**src/rtl/trace_exp_ram.sv**
```systemverilog
// trace_exp_ram: expected-trace storage, one write port and one registered read port
module trace_exp_ram #(
  parameter int DEPTH = 32,
  parameter int W = 134,
  parameter int AW = $clog2(DEPTH)
) (
  input  logic          clk,
  input  logic          we,
  input  logic [AW-1:0] waddr,
  input  logic [W-1:0]  wdata,
  input  logic          re,
  input  logic [AW-1:0] raddr,
  output logic [W-1:0]  rdata
);
  logic [W-1:0] mem [DEPTH];
  always_ff @(posedge clk) begin
    if (we) mem[waddr] <= wdata;
    if (re) rdata <= mem[raddr];
  end
endmodule

```
**config.mk**
```make
export PLATFORM = sky130hd
export DESIGN_NAME = trace_exp_ram
export DESIGN_NICKNAME = d
export VERILOG_FILES = /design/src/rtl/trace_exp_ram.sv
export SDC_FILE = /design/constraint.sdc
export NUM_CORES = 2
export LEC_CHECK = 0
export ABC_CLOCK_PERIOD_IN_PS = 9900
export BUFFER_PORTS_ARGS = -buffer_cell sky130_fd_sc_hd__buf_2
export CORE_ASPECT_RATIO = 1.1
export CORE_MARGIN = 5
export CORE_UTILIZATION = 50
export CTS_CLUSTER_SIZE = 30
export DETAILED_ROUTE_END_ITERATION = 6
export PLACE_DENSITY_LB_ADDON = 0.3
export SYNTH_ARGS = -nofsm -noshare
export SYNTH_HDL_FRONTEND = slang
export SYNTH_MEMORY_MAX_BITS = 65536
export SYNTH_SLANG_ARGS = --single-unit
```
**constraint.sdc**
```tcl
create_clock -name clk -period 9.9 [get_ports clk]
set_input_delay 0.99 -clock clk [delete_from_list [all_inputs] [get_ports clk]]
set_output_delay 0.99 -clock clk [all_outputs]
set_load 0.01 [all_outputs]
```
Word level (Yosys, flattened, before mapping)
Memory sizes are Yosys's and may differ from the RTL's. A register that Yosys moved wholly into a read port is not among the register bits.
Index checks and enable logic that the tools add are counted.
W data, S select, Z words.
- mux-type cells: 2
- operator list (kind ; number):
    $mux W1 ; 2
- register bits: 0
- RAM bits: 4288
- input bits: 147
- output and inout port bits: 134
- logic and storage cells: 3
- memories kept: 1
- memories (memory ; depth ; bits a word ; read ports ; clocked after memory_dff ; write ports ; line ; source):
    mem ; 32 ; 134 ; 1 ; 1 ; 1 ; 15 ; logic [W-1:0] mem [DEPTH];

Logic depth before layout (Yosys ltp)
- depth after elaboration: 2
- mapped depth: 9
- mapped depth without buffers: 4

Least setup slack after synthesis
OpenSTA, ideal clock, no wires.
- kind: input to register
- start: in waddr[1]
- end: mem mem[12][0], enable pin
- library setup time: 0.629 ns
- arrival: 7.219 ns
- required time: 9.271 ns
- setup slack: 2.051 ns
- stages: 3
- path buffers: 1
- cell sequence: or3b_2 clkbuf_1 nor2_1
- RTL lines (element ; line ; source):
    from (decl) ; 9 ; input logic [AW-1:0] waddr,
    to (decl) ; 15 ;
No word-level cell before the write port.

==> impl_metrics.toml <==
[place]
placed_area_um2 = 171100
placed_cells = 11274
portBuffers = 280
pre_cts_slack_ns = 4.727
place_congestion = 0.7401
hpwl_um = 196700

[drt]
wl_per_cell_um = 34.85
num_vias = 78667
viasPerCell = 6.523
drt.antenna.violating_nets = 0
first_pass_iters = 5
drt-total-wl_um = 420300
drc = 0
drt-initial-drc-count = 10698

[hold_path]
hold_path_depth = 1
hold_start = "wdata[1]"
hp-class = "primary input to flop"

[setup_path]
start_kind = "primary input"
r2r-start = "mem[7][129]"
worstSetupEndpoint = "rdata[95]"
cp-startpoint = "raddr[0]"
cpMaxStageDelayCell = "buf_4"
rrSetupSlack_ns = 8.08
crit_path_max_incr_delay_ns = 0.77
reg2reg_depth = 3
end_kind = "flop"
timing.rr.end = "rdata[129]"
cp_data_required_time_ns = 10.58
crit_chain = "buf_12 > buf_12 > buf_4 > buf_4 > mux4_2 > o22ai_1 > nor4_1"
critPathArrivalTime_ns = 4.77
crit_type = "primary input to flop"
cp_max_fo = 96

[sta]
setup_tns_ns = 0
worst_pin_slew_ns = 1.198
drv_slew = 0
rsz0062_at_grt = "no"
setup_ws_ns = 5.805
finalSetupViolCount = 0
timing.final.crit_share_pct = 41.36
finalCriticalPeriod_ns = 4.095
hold_viol = 0
skew_ns = 0.05749
timing.fmax_mhz = 244.2
maxSlewHeadroom_pct = 20.13

[cts]
clock_latency_ns = 0.93
post-cts-setup-buffer-count = 0
cts.sinks = 4422
cts_tree = "done"
clockBufferDepth = 4
postCtsResizedCells = 0
root_buffer = "clkbuf_16"
cts_hold_buf = 0
clk_pin_slew_ns = 0.07
htreeDepth = 5
cts-buffers-inserted = 418

[pwr]
pwr_density_cell_nw_per_um2 = 206.1
ir_worst_vdd_v = 0.0001366
p_leak_nw = 57.28

[yosys]
synthArstFlopShare_pct = 0
synth.top_cells.by_area = "edfxtp_1 81%, mux4_2 13%, mux2i_1 1.7%"
yosysUniqueCellTypes = 28
seq_area_frac_synth_pct = 80.82
synth_edf_count = 4422
ys_ff_latch = 4422
synth_ff_type = "edfxtp_1"
syn-instance-count = 6881
synth_commonest_cells = "4422 x edfxtp_1, 936 x mux4_2, 400 x o22ai_1"
avgSynthCellArea_um2 = 23.88
netlist.area_leader.share_pct = 80.82
synth_most_common_cell = "edfxtp_1"
ys_warn_count = 0
synth_nets = 7028
synth_area_um2 = 164300
yosys.area.top_type = "edfxtp_1"

[die]
die_x_um = 556.6
num_rows = 220
coreArea_um2 = 327000
start_util_pct = 50.24
ioPinCount = 281
dieArea_um2 = 340200
die_h_um = 611.2

[global_routing]
grt_pass1_wl_um = 593800
grt_pass1_vias = 79424
grt-ovfl-total = 0
antenna_found_initial = 84
grt_max_degree = 129
grt_util_all_layers_pct = 24.55

[status]
outcome = "finished, final reports clean"

[finish]
fin_cells = 12060
drive_gt1_share_pct = 26.13
n_fill_cell = 23505
area_growth_pct = 12.04
finish.net_count = 7512
final_cell_area_um2 = 184100
finish.utilization_pct = 56.29

[job]
maxCapViolCount = 0
## where the power goes
group,internal [mW],total (mW),switching [mW]
clock network,8.60,15.3,6.72
registers,20.9,21.0,0.109
logic,0.600,1.62,1.02
total,30.1,37.9,7.85
## stage by stage
step / power (mW) / hold slack, ns
4_1_cts: 38.19 / 0.4563
3_3_place_gp: 22.99 / 0.7567
2_1_floorplan: 22.32 / 0.7237
3_5_place_dp: 23.04 / 0.7629
6_report: 37.94 / 0.5345
5_1_grt: 39.13 / 0.5152
## cell usage in the layout, fill, tap and decap left out, types with 2 or more instances in the layout
master,n
clkbuf_16,425
clkinv_4,2
o22ai_1,400
mux4_2,936
nor2b_4,3
edfxtp_1,4422
nand4_1,34
nand2_1,2
nor2_4,35
nand3b_1,6
nor4_1,98
clkbuf_1,78
clkinv_1,100
buf_2,277
nand3_1,70
mux2i_1,272
bufinv_16,29
clkinv_2,88
or3b_2,3
a22oi_1,204
diode_2,31
nor4_2,2
buf_4,126
clkinvlp_4,18
nand2_4,2
clkinv_8,3
inv_6,10
buf_12,41
## layer usage
layer	global-route usage (%)	share of wire, %	vias to the layer above
met4	5.663	2.2	32
met1	35.60	39	42671
li1	-	-	30912
met2	39.07	48	4396
met3	5.018	11	656
met5	0	0.054	-
## cell families after synthesis
family	share of synthesized area (%)
AND/OR/NAND/NOR	0.9146
buffers and inverters	1.327
multiplexers	14.49
flip-flops	80.82
AO/OA/AOI/OAI	2.455
## area by class of cell
cell class | count | area, um2 | share of cell area (%)
Sequential cell | 4422 | 132800 | 72.13
Timing Repair Buffer | 445 | 3168 | 1.721
Antenna cell | 31 | 77.57 | 0.04214
Multi-Input combinational cell | 2078 | 29690 | 16.13
Clock inverter | 252 | 2026 | 1.100
Tap cell | 4329 | 5416 | 2.942
Clock buffer | 503 | 10930 | 5.936
## worst max-delay path, delay by kind of cell
| family | cells | cell delay [ns] |
|---|---|---|
| simple gates | 1 | 0.09 |
| compound gates | 1 | 0.24 |
| buf+inv | 4 | 2.60 |
| mux | 1 | 0.60 |
## state kept, by name, indices dropped and copies added, names as in the netlist
signal / cells
rdata: 134
mem: 4288
## worst min-delay path by stage
stage / endpoint
global placement: rdata[16]
finish: mem[3][1]
floorplan: rdata[0]
detailed placement: rdata[17]
CTS: mem[13][99]
global route: mem[10][94]
No activity file was read; power rests on OpenSTA's default activity.
